**config.mk**
```make
export PLATFORM = sky130hd
export DESIGN_NAME = fnd_scan_controller
export DESIGN_NICKNAME = d
export VERILOG_FILES = /design/src/rtl/fnd_scan_controller.sv
export SDC_FILE = /design/constraint.sdc
export NUM_CORES = 1
export LEC_CHECK = 0
export ABC_CLOCK_PERIOD_IN_PS = 4300
export CORE_MARGIN = 2
export CORE_UTILIZATION = 50
export CTS_CLUSTER_DIAMETER = 30
export DETAILED_ROUTE_END_ITERATION = 6
export HOLD_SLACK_MARGIN = 0.1
export PLACE_DENSITY = 0.74
export SLEW_MARGIN = 20
export SYNTH_ARGS = -nofsm -noshare
export SYNTH_HDL_FRONTEND = slang
export SYNTH_SLANG_ARGS = --single-unit
```
**constraint.sdc**
```tcl
create_clock -name i_clk -period 4.3 [get_ports i_clk]
set_clock_uncertainty 0.2 [all_clocks]
set_input_delay 0.86 -clock i_clk [delete_from_list [all_inputs] [get_ports i_clk]]
set_output_delay 0.86 -clock i_clk [all_outputs]
set_load 0.01 [all_outputs]
```
**src/rtl/fnd_scan_controller.sv**
```systemverilog
// fnd_scan_controller
// Converts a 14-bit binary count (0..9999, saturating) to four BCD digits with a
// sequential double-dabble engine. It time-multiplexes the digits onto one BCD
// bus plus active-low digit selects for a 4-digit common-anode FND.
// Optional feature: define FND_LEADING_ZERO_BLANK_EN to blank leading zeros.
// Blanked digits are driven as 4'hF; the ones digit is never blanked.
module fnd_scan_controller #(
    parameter int CLK_FREQ_HZ = 100_000_000,
    parameter int SCAN_HZ     = 1000
) (
    input  logic        i_clk,
    input  logic        i_reset_n,
    input  logic [13:0] i_value,
    input  logic        i_load,
    output logic        o_busy,
    output logic [3:0]  o_digit_sel,
    output logic [3:0]  o_bcd
);

    localparam int SCAN_DIV = CLK_FREQ_HZ / SCAN_HZ;
    localparam int PRE_W    = (SCAN_DIV > 2) ? $clog2(SCAN_DIV) : 1;

    generate
        if (SCAN_DIV < 2) begin : g_bad_scan_div
            $error("fnd_scan_controller: SCAN_DIV must be at least 2");
        end
    endgenerate

    typedef enum logic [1:0] {
        ST_IDLE  = 2'd0,
        ST_SHIFT = 2'd1,
        ST_DONE  = 2'd2
    } state_t;

    state_t             state_reg;
    logic [13:0]        bin_reg;
    logic [15:0]        bcd_reg;
    logic [3:0]         bit_cnt_reg;
    logic [15:0]        display_reg;
    logic               busy_reg;
    logic [PRE_W-1:0]   pre_reg;
    logic [1:0]         idx_reg;
    logic [3:0]         sel_reg;
    logic [3:0]         bcd_out_reg;

    logic [15:0]        bcd_adj;
    logic [13:0]        value_sat;
    logic [3:0]         digit_zero;
    logic [3:0]         blank;
    logic               tick;

    // Out-of-range inputs clamp to the largest displayable value.
    assign value_sat = (i_value > 14'd9999) ? 14'd9999 : i_value;

    // Double-dabble correction: any nibble >= 5 gets +3 before the shift.
    generate
        for (genvar gi = 0; gi < 4; gi++) begin : g_adj
            assign bcd_adj[4*gi +: 4] = (bcd_reg[4*gi +: 4] >= 4'd5) ?
                                        bcd_reg[4*gi +: 4] + 4'd3 :
                                        bcd_reg[4*gi +: 4];
            assign digit_zero[gi] = (display_reg[4*gi +: 4] == 4'd0);
        end
    endgenerate

`ifdef FND_LEADING_ZERO_BLANK_EN
    // A digit blanks when it and every higher digit are zero; ones never blanks.
    assign blank[3] = digit_zero[3];
    generate
        for (genvar gi = 1; gi < 3; gi++) begin : g_blank
            assign blank[gi] = digit_zero[gi] & blank[gi+1];
        end
    endgenerate
    assign blank[0] = 1'b0;
`else
    assign blank = 4'b0000;
    logic unused_zero;
    assign unused_zero = ^digit_zero;
`endif

    assign tick = (pre_reg == PRE_W'(SCAN_DIV - 1));

    // Conversion FSM: capture, 14 shift cycles, then atomic display update.
    always_ff @(posedge i_clk or negedge i_reset_n) begin
        if (!i_reset_n) begin
            state_reg   <= ST_IDLE;
            bin_reg     <= '0;
            bcd_reg     <= '0;
            bit_cnt_reg <= '0;
            display_reg <= 16'h0000;
            busy_reg    <= 1'b0;
        end else begin
            case (state_reg)
                ST_IDLE: begin
                    if (i_load) begin
                        bin_reg     <= value_sat;
                        bcd_reg     <= '0;
                        bit_cnt_reg <= 4'd13;
                        busy_reg    <= 1'b1;
                        state_reg   <= ST_SHIFT;
                    end
                end
                ST_SHIFT: begin
                    bcd_reg <= {bcd_adj[14:0], bin_reg[13]};
                    bin_reg <= {bin_reg[12:0], 1'b0};
                    if (bit_cnt_reg == 4'd0) begin
                        state_reg <= ST_DONE;
                    end else begin
                        bit_cnt_reg <= bit_cnt_reg - 4'd1;
                    end
                end
                ST_DONE: begin
                    display_reg <= bcd_reg;
                    busy_reg    <= 1'b0;
                    state_reg   <= ST_IDLE;
                end
                default: begin
                    state_reg <= ST_IDLE;
                    busy_reg  <= 1'b0;
                end
            endcase
        end
    end

    // Free-running scan: prescaler tick registers the current digit, then advances.
    always_ff @(posedge i_clk or negedge i_reset_n) begin
        if (!i_reset_n) begin
            pre_reg     <= '0;
            idx_reg     <= 2'd0;
            sel_reg     <= 4'b1111;
            bcd_out_reg <= 4'hF;
        end else begin
            if (tick) begin
                pre_reg     <= '0;
                sel_reg     <= ~(4'b0001 << idx_reg);
                bcd_out_reg <= blank[idx_reg] ? 4'hF : display_reg[4*idx_reg +: 4];
                idx_reg     <= idx_reg + 2'd1;
            end else begin
                pre_reg <= pre_reg + PRE_W'(1);
            end
        end
    end

    assign o_busy      = busy_reg;
    assign o_digit_sel = sel_reg;
    assign o_bcd       = bcd_out_reg;

endmodule

```
Yosys cells after proc, flatten, opt, wreduce, memory -nomap -nowiden. Cells that the tools add are included.

Flip-flop bits (word level): 80. Input bits: 17. Output and inout bits: 9.

$add $sub $neg: 7. Magnitude comparators: 6. Equality and inequality tests: 6. Shifts and indexed selects: 2. Multiplexer cells: 21. Bitwise logic cells: 2. Reductions and logical operators: 7.

Operators with widths (number): 16-bit one-hot mux with 2 select lines (1); 14-bit 2-to-1 mux (2); 14-bit one-hot mux with 2 select lines (1); 4-bit 2-to-1 mux (6); 17-bit by 1-bit adder with 17-bit output, second input constant (1); 17-bit == test, second input constant (1); 17-bit 2-to-1 mux (1); 4-bit by 3-bit greater-or-equal comparator with 1-bit output, second input constant (4); 16-bit 2-to-1 mux (1); 16-bit by 5-bit variable part select with 4-bit output (1); 14-bit greater-than comparator, second input constant (1); 4-bit by 2-bit adder with 4-bit output, second input constant (3); 4-bit one-hot mux with 2 select lines (1); 2-bit inequality test, second input constant (3); 2-bit AND reduction (3); 4-bit zero test (1); 2-bit 2-to-1 mux (2); 4-bit NOT (1); 2-bit one-hot mux with 2 select lines (1); 1-bit by 2-bit << shifter with 4-bit output, first input constant (1); 4-bit by 1-bit subtractor with 4-bit output, second input constant (1); 3-bit by 2-bit adder with 3-bit output, second input constant (1); 2-bit by 3-bit < comparator with 1-bit output, second input constant (1); 3-bit 2-to-1 mux (1); 10 further kinds (11).

Logic depth before layout (Yosys ltp). Gate-level depths: netlist of the first run.

Word-level depth: 4. Gate-level depth with buffers: 6. Depth with buffers taken out: 6.

Worst setup path before layout of the first run. OpenSTA, ideal clock, no wires.

Path kind: input to register. Start point: input port i_value[10]. End point: register bin_reg[7]. Library setup time: 0.126 ns. Arrival time: 1.797 ns. Required time: 3.974 ns. Setup slack: 2.177 ns. Stages: 4. Path through: inv_1 o41ai_4 a21oi_4 a221o_1.

Word-level cells in the longest chain between the ends: 4.

RTL lines: start, declared (line 13) `input logic [13:0] i_value,`; 14-bit greater-than comparator (line 53) `assign value_sat = (i_value > 14'd9999) ? 14'd9999 : i_value;`; 14-bit 2-to-1 mux (line 53); 14-bit 2-to-1 mux (line 94) `if (i_load) begin`; 14-bit one-hot mux with 2 select lines (line 92) `case (state_reg)`; end signal, assigned (line 95) `bin_reg <= value_sat;`; end signal, assigned (line 104) `bin_reg <= {bin_reg[12:0], 1'b0};`; end, declared (line 36) `logic [13:0] bin_reg;`.

No other way between the ends. The select of a mux whose other input is x is not followed. A chain may end at the register's enable or synchronous reset.

Final worst setup path of the first run.
Start point: register bcd_out_reg[1], in the netlist o_bcd[1]. End point: output port o_bcd[1].

RTL lines: start, declared (line 44) `logic [3:0] bcd_out_reg;`; start signal, assigned (line 135) `bcd_out_reg <= blank[idx_reg] ? 4'hF : display_reg[4*idx_reg +: 4];`; end, declared (line 17) `output logic [3:0] o_bcd`.

No word-level cell between the ends.

==> metrics.txt, run 1 <==
# TYPE chip_impl_metric gauge
chip_impl_info{name="outcome",value="finished, final reports clean"} 1
chip_impl_metric{name="instance_count_on_the_critical_path",unit=""} 1
chip_impl_info{name="cts-root-buf",value="sky130_fd_sc_hd__clkbuf_8"} 1
chip_impl_metric{name="dieWidth",unit="µm"} 92.3
chip_impl_metric{name="synth_seq_area_share",unit=""} 0.516
chip_impl_info{name="worst_path_max_delay_cell",value="sky130_fd_sc_hd__dfstp_2"} 1
chip_impl_metric{name="worst_path_largest_cell_delay",unit="ns"} 0.54
chip_impl_metric{name="layout.nets",unit=""} 392
chip_impl_metric{name="stdcell_area",unit="µm²"} 4430
chip_impl_metric{name="ctsLongestPathBuffers",unit=""} 2
chip_impl_metric{name="groute.layer.met1.usage",unit=""} 0.243
chip_impl_metric{name="pin_count",unit=""} 26
chip_impl_metric{name="grt_antenna_before_repair",unit=""} 0
chip_impl_info{name="layout_commonest_cell",value="sky130_fd_sc_hd__dfrtp_1"} 1
chip_impl_metric{name="tritoncts_sinks",unit=""} 80
chip_impl_metric{name="ys_seq_elements",unit=""} 80
chip_impl_metric{name="power_density",unit="nW/µm²"} 542
chip_impl_metric{name="num_vias",unit=""} 2593
chip_impl_metric{name="synth_largest_type_area_fraction",unit=""} 0.462
chip_impl_metric{name="regArea",unit="µm²"} 2010
chip_impl_metric{name="clk_latency",unit="ns"} 0.35
chip_impl_metric{name="grt_start_max_net_pins",unit=""} 81
chip_impl_metric{name="synthArstFlopShare",unit=""} 1.00
chip_impl_metric{name="multiInputGateArea",unit="µm²"} 1720
chip_impl_metric{name="placement.cell_area",unit="µm²"} 4200
chip_impl_metric{name="global_route.usage.met3",unit=""} 0.0513
chip_impl_metric{name="drive_above_1_share",unit=""} 0.167
chip_impl_metric{name="post-route-drc-count",unit=""} 0
chip_impl_info{name="tritoncts",value="done"} 1
chip_impl_metric{name="finalWirelength",unit="µm"} 6930
chip_impl_metric{name="grt_pass1_wl",unit="µm"} 12300
chip_impl_metric{name="worst-endpoint-required",unit="ns"} 3.24
chip_impl_info{name="startpoint_type",value="register"} 1
chip_impl_info{name="library_cell_occupying_the_most_area_in_the_post_synthesis_netlist",value="sky130_fd_sc_hd__dfrtp_1"} 1
chip_impl_metric{name="peakVddDrop",unit="µV"} 266
chip_impl_metric{name="detailedRoute.firstIterationViolations",unit=""} 125
chip_impl_info{name="gr-max-usage-layer",value="met2"} 1
chip_impl_metric{name="grt.total_usage",unit=""} 0.182
chip_impl_metric{name="route.antenna.remaining_nets",unit=""} 0
chip_impl_metric{name="max-slew-margin-rel",unit=""} 0.396
chip_impl_metric{name="syn_area_per_cell",unit="µm²"} 11.5
chip_impl_metric{name="reg2regPathDepth",unit=""} 3
chip_impl_metric{name="first_global_vias",unit=""} 2593
chip_impl_metric{name="gp_congestion",unit=""} 0.777
chip_impl_metric{name="hold_buffers",unit=""} 0
chip_impl_metric{name="route.detailed.wl_per_inst",unit="µm"} 14.8
chip_impl_metric{name="setup-violations-final",unit=""} 0
chip_impl_metric{name="cts.htree.levels",unit=""} 3
chip_impl_metric{name="num_antenna_cells",unit=""} 0
chip_impl_metric{name="start_util",unit=""} 0.510
chip_impl_metric{name="gr-usage-met2",unit=""} 0.285
chip_impl_info{name="worstSetupEndpointType",value="output port"} 1
chip_impl_metric{name="synth_enable_flop_cells",unit=""} 0
chip_impl_metric{name="layout.core_utilization",unit=""} 0.579
chip_impl_metric{name="cp.arrival",unit="ns"} 1.42
chip_impl_metric{name="synth.lib_cells_used.distinct",unit=""} 51
chip_impl_info{name="cp_cell_sequence",value="clkdlybuf4s50_1"} 1
chip_impl_info{name="mostFrequentLayoutCells",value="sky130_fd_sc_hd__dfrtp_1 (72), sky130_fd_sc_hd__inv_1 (24), sky130_fd_sc_hd__clkdlybuf4s50_1 (24)"} 1
chip_impl_metric{name="synthesis.nets",unit=""} 369
chip_impl_metric{name="dp_hpwl",unit="µm"} 4620
chip_impl_metric{name="post-layout-total-power",unit="W"} 0.00240
chip_impl_metric{name="clock.fmax",unit="MHz"} 403
chip_impl_metric{name="die_y",unit="µm"} 92.3
chip_impl_metric{name="hold_slack",unit="ns"} 0.243
chip_impl_info{name="rsz0062_at_grt",value="false"} 1
chip_impl_info{name="timing.hold.worst.class",value="input port to async pin"} 1
chip_impl_metric{name="max_cap_violations",unit=""} 0
chip_impl_info{name="synth_top_cells_by_area",value="sky130_fd_sc_hd__dfrtp_1 (46%), sky130_fd_sc_hd__dfstp_2 (5.4%), sky130_fd_sc_hd__mux2_2 (4.6%), sky130_fd_sc_hd__ha_1 (4.5%), sky130_fd_sc_hd__xnor2_1 (3.4%)"} 1
chip_impl_metric{name="layout_min_cycle_time",unit="ns"} 2.48
chip_impl_metric{name="worst-slew-pin-transition",unit="ns"} 0.904
chip_impl_metric{name="viasPerCell",unit=""} 5.54
chip_impl_info{name="worstSetupPathType",value="register to output port"} 1
chip_impl_metric{name="final-max-slew-violation-count",unit=""} 0
chip_impl_metric{name="grt_overflow",unit=""} 0
chip_impl_metric{name="timing.critical_path.fanout_max",unit=""} 2
chip_impl_metric{name="die_area",unit="µm²"} 8520
chip_impl_metric{name="port_buffers",unit=""} 25
chip_impl_metric{name="core_region_area",unit="µm²"} 7650
chip_impl_metric{name="synth.cell_area",unit="µm²"} 3900
chip_impl_metric{name="post_cts.resized_instances",unit=""} 0
chip_impl_metric{name="cts_made_buffers",unit=""} 9
chip_impl_metric{name="synth-warning-count",unit=""} 0
chip_impl_metric{name="n_fill_cell",unit=""} 642
chip_impl_metric{name="period_share",unit=""} 0.577
chip_impl_metric{name="path_buf_inv",unit=""} 1
chip_impl_metric{name="largest_reg_flops",unit=""} 17
chip_impl_metric{name="fin_setup_tns",unit="ns"} 0
chip_impl_metric{name="p_leak",unit="nW"} 1.95
chip_impl_metric{name="netlist_instances",unit=""} 338
chip_impl_info{name="synth_ff_type",value="sky130_fd_sc_hd__dfrtp_1"} 1
chip_impl_metric{name="area_growth",unit="%"} 13.7
chip_impl_metric{name="num_rows",unit=""} 32
chip_impl_metric{name="clkTransAtPathRegs",unit="ns"} 0.08
chip_impl_metric{name="postCtsSetupRepairBufs",unit=""} 0
chip_impl_metric{name="timing.final.hold_violations",unit=""} 0
chip_impl_metric{name="drt_first_pass_iters",unit=""} 4
chip_impl_info{name="timing.critical_path.max_delay_family",value="flip-flops"} 1
==> layer usage <==
metal / routed length [µm] / vias up
met2: 3350 / 47
met5: 0 / -
li1: - / 1247
met3: 300 / 13
met1: 3150 / 1286
met4: 129 / 0
==> report_power, final <==
group | switching [W] | leakage (nW) | internal [W]
clock | 0.000260 | 0.103 | 0.000299
sequential | 0.000156 | 1.01 | 0.000958
combinational | 0.000365 | 0.842 | 0.000361
==> worst reg2reg max path, stage by stage (launching register included) <==
cell	delay, ns
sky130_fd_sc_hd__dfrtp_1	0.61
sky130_fd_sc_hd__nor2b_1	0.79
sky130_fd_sc_hd__and2_1	0.32
sky130_fd_sc_hd__mux2i_1	0.19
==> per-stage QoR <==
stage,cells,setup WS (ns)
2_1_floorplan,338,2.18
4_1_cts,467,1.80
3_3_place_gp,451,1.64
6_report,468,1.82
5_1_grt,468,1.77
3_5_place_dp,451,1.56
==> logic make-up (layout without fill, tap and decap cells) <==
| logic type | after synthesis | in the layout | share of synthesized area |
|---|---|---|---|
| compound gates | 62 | 62 | 0.117 |
| simple gates | 98 | 98 | 0.153 |
| buf+inv | 39 | 67 | 0.0427 |
| xor+xnor | 23 | 23 | 0.0517 |
| mux | 22 | 22 | 0.0745 |
| fa+ha+maj | 14 | 14 | 0.0449 |
| flops | 80 | 80 | 0.516 |
==> area by class of cell <==
type	instances	area share
sequential	80	0.454
multi-input combinational	219	0.388
timing repair buffer	27	0.0638
clock inverter	3	0.00904
tap	102	0.0288
clock buffer	13	0.0359
inverter	24	0.0203
==> cell usage after synthesis, types with 3 or more instances <==
master and count:
sky130_fd_sc_hd__a221o_1 4, sky130_fd_sc_hd__dfrtp_1 72, sky130_fd_sc_hd__o32ai_1 3, sky130_fd_sc_hd__nand3_1 8
sky130_fd_sc_hd__nand2b_1 6, sky130_fd_sc_hd__o31ai_1 4, sky130_fd_sc_hd__mux4_2 4, sky130_fd_sc_hd__ha_1 14
sky130_fd_sc_hd__buf_4 3, sky130_fd_sc_hd__o22ai_1 5, sky130_fd_sc_hd__xnor2_1 15, sky130_fd_sc_hd__o21ai_0 22
sky130_fd_sc_hd__dfstp_2 8, sky130_fd_sc_hd__nor2_1 22, sky130_fd_sc_hd__buf_2 7, sky130_fd_sc_hd__nand2_1 22
sky130_fd_sc_hd__a21oi_1 6, sky130_fd_sc_hd__mux2_2 16, sky130_fd_sc_hd__and3_1 4, sky130_fd_sc_hd__a32o_1 4
sky130_fd_sc_hd__xor2_1 8, sky130_fd_sc_hd__nor3b_1 6, sky130_fd_sc_hd__clkbuf_1 5, sky130_fd_sc_hd__nand4_1 4
sky130_fd_sc_hd__a211oi_1 6, sky130_fd_sc_hd__inv_1 24, sky130_fd_sc_hd__nor3_1 4
==> path summary, 6_finish.rpt <==
| kind | start | end | slack (ns) |
|---|---|---|---|
| worst min register to register | o_digit_sel[2] | o_digit_sel[2] | 0.28 |
| worst max register to register | state_reg[0] | bit_cnt_reg[1] | 2.13 |
| min in group i_clk | o_digit_sel[2] | o_digit_sel[2] | 0.28 |
| worst min-delay path | i_reset_n | idx_reg[0] | 0.24 |
| worst max-delay path | o_bcd[1] | o_bcd[1] | 1.82 |
| max in group asynchronous | i_reset_n | pre_reg[9] | 3.09 |
Power figures use the tool's default switching activity.
==> run 2: changes to the inputs <==
Settings changed: ABC_CLOCK_PERIOD_IN_PS 4300 to 2600.
Clock period 4.3 ns to 2.6 ns, I/O delays scaled along.
==> metrics.txt, run 2 (synthesized netlist as in run 1, its figures left out) <==
# TYPE chip_impl_metric gauge
chip_impl_metric{name="post-route-drc-count",unit=""} 0
chip_impl_metric{name="cp.arrival",unit="ns"} 1.41
chip_impl_metric{name="layout.nets",unit=""} 396
chip_impl_metric{name="grt_start_max_net_pins",unit=""} 42
chip_impl_metric{name="layout.core_utilization",unit=""} 0.587
chip_impl_metric{name="setup-violations-final",unit=""} 0
chip_impl_metric{name="grt_overflow",unit=""} 0
chip_impl_metric{name="dieWidth",unit="µm"} 92.3
chip_impl_info{name="worstSetupEndpointType",value="output port"} 1
chip_impl_info{name="mostFrequentLayoutCells",value="sky130_fd_sc_hd__dfrtp_1 (72), sky130_fd_sc_hd__inv_1 (24), sky130_fd_sc_hd__clkdlybuf4s50_1 (24)"} 1
chip_impl_metric{name="grt_pass1_wl",unit="µm"} 12500
chip_impl_metric{name="gp_congestion",unit=""} 0.811
chip_impl_metric{name="core_region_area",unit="µm²"} 7650
chip_impl_metric{name="dp_hpwl",unit="µm"} 4900
chip_impl_metric{name="postCtsSetupRepairBufs",unit=""} 0
chip_impl_metric{name="drive_above_1_share",unit=""} 0.173
chip_impl_metric{name="n_fill_cell",unit=""} 650
chip_impl_metric{name="area_growth",unit="%"} 15.2
chip_impl_metric{name="die_y",unit="µm"} 92.3
chip_impl_metric{name="first_global_vias",unit=""} 2652
chip_impl_metric{name="grt_antenna_before_repair",unit=""} 0
chip_impl_metric{name="num_rows",unit=""} 32
chip_impl_metric{name="power_density",unit="nW/µm²"} 916
chip_impl_metric{name="grt.total_usage",unit=""} 0.186
chip_impl_info{name="timing.hold.worst.class",value="register to register"} 1
chip_impl_metric{name="peakVddDrop",unit="µV"} 491
chip_impl_metric{name="path_buf_inv",unit=""} 1
chip_impl_metric{name="stdcell_count",unit=""} 472
chip_impl_metric{name="post_cts.resized_instances",unit=""} 0
chip_impl_metric{name="max-slew-margin-rel",unit=""} 0.555
chip_impl_metric{name="finalWirelength",unit="µm"} 7100
chip_impl_metric{name="p_leak",unit="nW"} 1.98
chip_impl_metric{name="num_vias",unit=""} 2618
chip_impl_metric{name="start_util",unit=""} 0.510
chip_impl_metric{name="worst_path_largest_cell_delay",unit="ns"} 0.54
chip_impl_info{name="startpoint_type",value="register"} 1
chip_impl_metric{name="dpl.cell_count",unit=""} 455
chip_impl_info{name="tritoncts",value="done"} 1
chip_impl_metric{name="worst-slew-pin-transition",unit="ns"} 0.667
chip_impl_metric{name="clkTransAtPathRegs",unit="ns"} 0.08
chip_impl_metric{name="hold_slack",unit="ns"} 0.280
chip_impl_info{name="worst_path_max_delay_cell",value="sky130_fd_sc_hd__dfstp_2"} 1
chip_impl_info{name="layout_commonest_cell",value="sky130_fd_sc_hd__dfrtp_1"} 1
chip_impl_metric{name="clk_latency",unit="ns"} 0.34
chip_impl_metric{name="clock.fmax",unit="MHz"} 471
chip_impl_metric{name="layout_min_cycle_time",unit="ns"} 2.13
chip_impl_metric{name="timing.final.hold_violations",unit=""} 0
chip_impl_metric{name="cts_made_buffers",unit=""} 9
chip_impl_metric{name="cts.htree.levels",unit=""} 3
chip_impl_metric{name="worst-endpoint-required",unit="ns"} 1.88
chip_impl_metric{name="largest_reg_flops",unit=""} 17
chip_impl_metric{name="ctsLongestPathBuffers",unit=""} 2
chip_impl_metric{name="period_share",unit=""} 0.817
chip_impl_metric{name="route.detailed.wl_per_inst",unit="µm"} 15.0
chip_impl_metric{name="route.antenna.remaining_nets",unit=""} 0
chip_impl_metric{name="fin_setup_tns",unit="ns"} 0
chip_impl_metric{name="final-max-slew-violation-count",unit=""} 0
chip_impl_info{name="rsz0062_at_grt",value="false"} 1
chip_impl_metric{name="max_cap_violations",unit=""} 0
chip_impl_metric{name="detailedRoute.firstIterationViolations",unit=""} 116
chip_impl_info{name="cp_cell_sequence",value="clkdlybuf4s50_1"} 1
chip_impl_metric{name="pin_count",unit=""} 26
chip_impl_info{name="worstSetupPathType",value="register to output port"} 1
chip_impl_metric{name="die_area",unit="µm²"} 8520
chip_impl_metric{name="instance_count_on_the_critical_path",unit=""} 1
chip_impl_metric{name="hold_path_depth",unit=""} 2
chip_impl_metric{name="timing.critical_path.fanout_max",unit=""} 2
chip_impl_metric{name="port_buffers",unit=""} 25
chip_impl_metric{name="viasPerCell",unit=""} 5.55
chip_impl_metric{name="drt_first_pass_iters",unit=""} 4
chip_impl_metric{name="reg2regPathDepth",unit=""} 4
chip_impl_info{name="cts-root-buf",value="sky130_fd_sc_hd__clkbuf_8"} 1
chip_impl_metric{name="tritoncts_sinks",unit=""} 80
chip_impl_metric{name="num_antenna_cells",unit=""} 0
chip_impl_info{name="outcome",value="finished, final reports clean"} 1
chip_impl_info{name="timing.critical_path.max_delay_family",value="flip-flops"} 1
## run 2: cell count changes in the layout (fill, tap and decap cells not counted), sizes merged
cell,before,now
buf,3,6
clkinv,2,0
bufinv,1,2
clkbuf,13,14
dlygate4sd3,0,1
## run 2: worst paths after layout
path                                startpoint             end  slack (ns)
worst max register to register      pre_reg[0]      idx_reg[1]        0.54
worst max-delay path                  o_bcd[0]        o_bcd[0]        0.47
worst min-delay path            o_digit_sel[3]  o_digit_sel[3]        0.28
max in group asynchronous            i_reset_n      bin_reg[6]        1.12
min in group asynchronous            i_reset_n     bcd_reg[13]        0.49
worst min register to register  o_digit_sel[3]  o_digit_sel[3]        0.28
## run 2: final cells by class
| cell class | count | area (µm²) | area share |
|---|---|---|---|
| clock buffer | 14 | 173 | 0.0385 |
| clock inverter | 2 | 60.1 | 0.0134 |
| inverter | 24 | 90.1 | 0.0201 |
| multi-input combinational | 219 | 1720 | 0.383 |
| sequential | 80 | 2010 | 0.448 |
| tap | 102 | 128 | 0.0284 |
| timing repair buffer | 31 | 308 | 0.0686 |
## run 2: worst min-delay path, stage by stage, from the launching register on
cell and delay [ns]:
sky130_fd_sc_hd__dfstp_2 0.37, sky130_fd_sc_hd__nand2_1 0.04, sky130_fd_sc_hd__o21ai_0 0.06
## run 2: routing by layer
metal / track usage / up-vias / wire, µm
met5: 0 / - / 0
met4: 0.0933 / 0 / 138
met3: 0.0293 / 12 / 223
met2: 0.295 / 48 / 3390
met1: 0.252 / 1302 / 3350
li1: - / 1256 / -
## run 2: power by group
part / switching (W) / internal [W] / leakage [nW] / total (W)
Sequential: 0.000253 / 0.00158 / 1.01 / 0.00184
Combinational: 0.000613 / 0.000607 / 0.857 / 0.00122
Clock: 0.000432 / 0.000621 / 0.117 / 0.00105
Total: 0.00130 / 0.00281 / 1.98 / 0.00411
## run 2: stage by stage
step | power [W] | setup slack [ns] | area (µm²)
6_report | 0.00411 | 0.475 | 4490
5_1_grt | 0.00440 | 0.413 | 4490
4_1_cts | 0.00414 | 0.461 | 4490
3_5_place_dp | 0.00308 | 0.235 | 4250
3_3_place_gp | 0.00302 | 0.282 | 4250
2_1_floorplan | 0.00275 | 0.749 | 3900
## run 2: what timing repair did
| item | 4_1_cts | 5_1_grt |
|---|---|---|
| endpoints found under the setup margin | 0 | 0 |
| endpoints found under the hold margin | 31 | 0 |
| hold buffers | 1 | 0 |
==> run 3: changes to the inputs <==
Settings changed: ABC_CLOCK_PERIOD_IN_PS 2600 to 1950, PLACE_DENSITY 0.74 to 0.77.
Clock period 2.6 ns to 1.95 ns, I/O delays scaled along.
==> metrics.txt, run 3 (synthesized netlist as in run 1, its figures left out) <==
# TYPE chip_impl_metric gauge
chip_impl_info{name="outcome",value="finished, final reports clean"} 1
chip_impl_metric{name="tritoncts_sinks",unit=""} 80
chip_impl_metric{name="grt_overflow",unit=""} 0
chip_impl_metric{name="path_buf_inv",unit=""} 1
chip_impl_metric{name="clkTransAtPathRegs",unit="ns"} 0.08
chip_impl_metric{name="first_global_vias",unit=""} 2813
chip_impl_metric{name="layout_min_cycle_time",unit="ns"} 1.85
chip_impl_metric{name="grt_antenna_before_repair",unit=""} 0
chip_impl_metric{name="route.detailed.wl_per_inst",unit="µm"} 14.9
chip_impl_metric{name="grt_start_max_net_pins",unit=""} 33
chip_impl_metric{name="num_vias",unit=""} 2739
chip_impl_info{name="cp_cell_sequence",value="nor4b_4 -> nand4_2 -> buf_4 -> o21ai_0"} 1
chip_impl_info{name="tritoncts",value="done"} 1
chip_impl_metric{name="post-layout-total-power",unit="W"} 0.00566
chip_impl_metric{name="num_antenna_cells",unit=""} 0
chip_impl_metric{name="dp_hpwl",unit="µm"} 5460
chip_impl_metric{name="hold_slack",unit="ns"} 0.274
chip_impl_metric{name="ctsLongestPathBuffers",unit=""} 2
chip_impl_metric{name="timing.final.hold_violations",unit=""} 0
chip_impl_info{name="cts-root-buf",value="sky130_fd_sc_hd__clkbuf_8"} 1
chip_impl_metric{name="power_density",unit="nW/µm²"} 1200
chip_impl_info{name="worst_path_max_delay_cell",value="sky130_fd_sc_hd__dfrtp_1"} 1
chip_impl_metric{name="peakVddDrop",unit="µV"} 793
chip_impl_metric{name="pin_count",unit=""} 26
chip_impl_info{name="layout_commonest_cell",value="sky130_fd_sc_hd__dfrtp_1"} 1
chip_impl_info{name="timing.hold.worst.class",value="register to register"} 1
chip_impl_metric{name="core_region_area",unit="µm²"} 7650
chip_impl_metric{name="num_rows",unit=""} 32
chip_impl_metric{name="dieWidth",unit="µm"} 92.3
chip_impl_metric{name="viasPerCell",unit=""} 5.43
chip_impl_metric{name="timing.critical_path.fanout_max",unit=""} 8
chip_impl_metric{name="grt_pass1_wl",unit="µm"} 13300
chip_impl_metric{name="max_cap_violations",unit=""} 0
chip_impl_info{name="rsz0062_at_grt",value="true"} 1
chip_impl_metric{name="finalWirelength",unit="µm"} 7520
chip_impl_metric{name="worst-slew-pin-transition",unit="ns"} 0.623
chip_impl_metric{name="p_leak",unit="nW"} 2.17
chip_impl_info{name="gr-max-usage-layer",value="met2"} 1
chip_impl_metric{name="drive_above_1_share",unit=""} 0.254
chip_impl_info{name="worstSetupPathType",value="register to register"} 1
chip_impl_metric{name="area_growth",unit="%"} 21.4
chip_impl_metric{name="period_share",unit=""} 0.947
chip_impl_info{name="timing.critical_path.max_delay_family",value="simple AND/OR/NAND/NOR gates"} 1
chip_impl_metric{name="worst_path_largest_cell_delay",unit="ns"} 0.45
chip_impl_metric{name="place_ws",unit="ns"} -0.270
chip_impl_metric{name="cp.arrival",unit="ns"} 1.91
chip_impl_metric{name="layout.nets",unit=""} 428
chip_impl_info{name="worstSetupEndpointType",value="register"} 1
chip_impl_metric{name="global_route.usage.met3",unit=""} 0.0391
chip_impl_info{name="mostFrequentLayoutCells",value="sky130_fd_sc_hd__dfrtp_1 (72), sky130_fd_sc_hd__buf_4 (36)"} 1
chip_impl_metric{name="drt_first_pass_iters",unit=""} 4
chip_impl_metric{name="setup-violations-final",unit=""} 0
chip_impl_metric{name="die_y",unit="µm"} 92.3
chip_impl_metric{name="worst-endpoint-required",unit="ns"} 2.02
chip_impl_metric{name="detailedRoute.firstIterationViolations",unit=""} 150
chip_impl_metric{name="clock.fmax",unit="MHz"} 541
chip_impl_metric{name="gp_congestion",unit=""} 0.802
chip_impl_metric{name="cts_made_buffers",unit=""} 9
chip_impl_metric{name="final-max-slew-violation-count",unit=""} 0
chip_impl_metric{name="grt.total_usage",unit=""} 0.198
chip_impl_metric{name="post-route-drc-count",unit=""} 0
chip_impl_metric{name="die_area",unit="µm²"} 8520
chip_impl_metric{name="post-route-worst-setup-slack",unit="ns"} 0.103
chip_impl_info{name="startpoint_type",value="register"} 1
chip_impl_metric{name="cts.htree.levels",unit=""} 3
chip_impl_metric{name="clk_latency",unit="ns"} 0.35
chip_impl_metric{name="port_buffers",unit=""} 25
chip_impl_metric{name="groute.layer.met1.usage",unit=""} 0.266
chip_impl_metric{name="gr-usage-met2",unit=""} 0.328
chip_impl_metric{name="largest_reg_flops",unit=""} 17
chip_impl_metric{name="route.antenna.remaining_nets",unit=""} 0
chip_impl_metric{name="start_util",unit=""} 0.510
chip_impl_metric{name="max-slew-margin-rel",unit=""} 0.585
-- run 3: path summary, 6_finish.rpt --
path	startpoint	endpoint	slack, ns	cells past startpoint
setup / recovery	pre_reg[12]	o_digit_sel[2]	0.10	4
hold / removal	o_digit_sel[0]	o_digit_sel[0]	0.27	2
setup reg to reg	pre_reg[12]	o_digit_sel[2]	0.10	4
hold reg to reg	o_digit_sel[0]	o_digit_sel[0]	0.27	2
max in group asynchronous	i_reset_n	o_bcd[2]	0.74	3
min in group asynchronous	i_reset_n	idx_reg[0]	0.28	2
-- run 3: routing by layer --
| metal | vias to the layer above | routed length [µm] |
|---|---|---|
| li1 | 1321 | - |
| met2 | 47 | 3690 |
| met1 | 1365 | 3540 |
| met3 | 6 | 220 |
| met5 | - | 0 |
| met4 | 0 | 82 |
-- run 3: repair_timing --
| action | in CTS | in global routing |
|---|---|---|
| setup buffers | 0 | 1 |
| pin swaps | 0 | 0 |
| gates resized for setup | 8 | 6 |
| hold buffers | 1 | 0 |
| endpoints found under the hold margin | 78 | 0 |
| endpoints found under the setup margin | 8 | 8 |
-- run 3: per-stage QoR --
| step | instances | util | area [µm²] | setup TNS [ns] |
|---|---|---|---|---|
| 2_1_floorplan | 338 | - | 3900 | 0 |
| 3_3_place_gp | 486 | 0.587 | 4490 | -2.53 |
| 3_5_place_dp | 486 | 0.587 | 4490 | -2.73 |
| 4_1_cts | 503 | 0.616 | 4710 | 0 |
| 5_1_grt | 504 | 0.619 | 4730 | -0.0374 |
| 6_report | 504 | 0.619 | 4730 | 0 |
-- run 3: final cells by class --
| cell class | instances | area (µm²) |
|---|---|---|
| fillers | 612 | 2920 |
| flip-flops and latches | 80 | 2010 |
| multi-input cells | 219 | 1730 |
| repair buffers | 63 | 551 |
| clock buffers | 11 | 141 |
| well taps | 102 | 128 |
| inverters | 24 | 90.1 |
| clock inverters | 5 | 80.1 |
-- run 3: report_power, final --
| part | internal (W) | leakage, nW | switching, W | total [W] |
|---|---|---|---|---|
| combinational | 0.000976 | 1.06 | 0.000897 | 0.00187 |
| sequential | 0.00211 | 1.01 | 0.000327 | 0.00244 |
| clock | 0.000754 | 0.106 | 0.000594 | 0.00135 |
-- run 3: worst register-to-register path: cells and delay by family (launching register included) --
kind / cells / cell delay [ns]
AO/OA/AOI/OAI: 1 / 0.15
buffers and inverters: 1 / 0.27
flip-flops: 1 / 0.45
AND/OR/NAND/NOR: 2 / 0.70
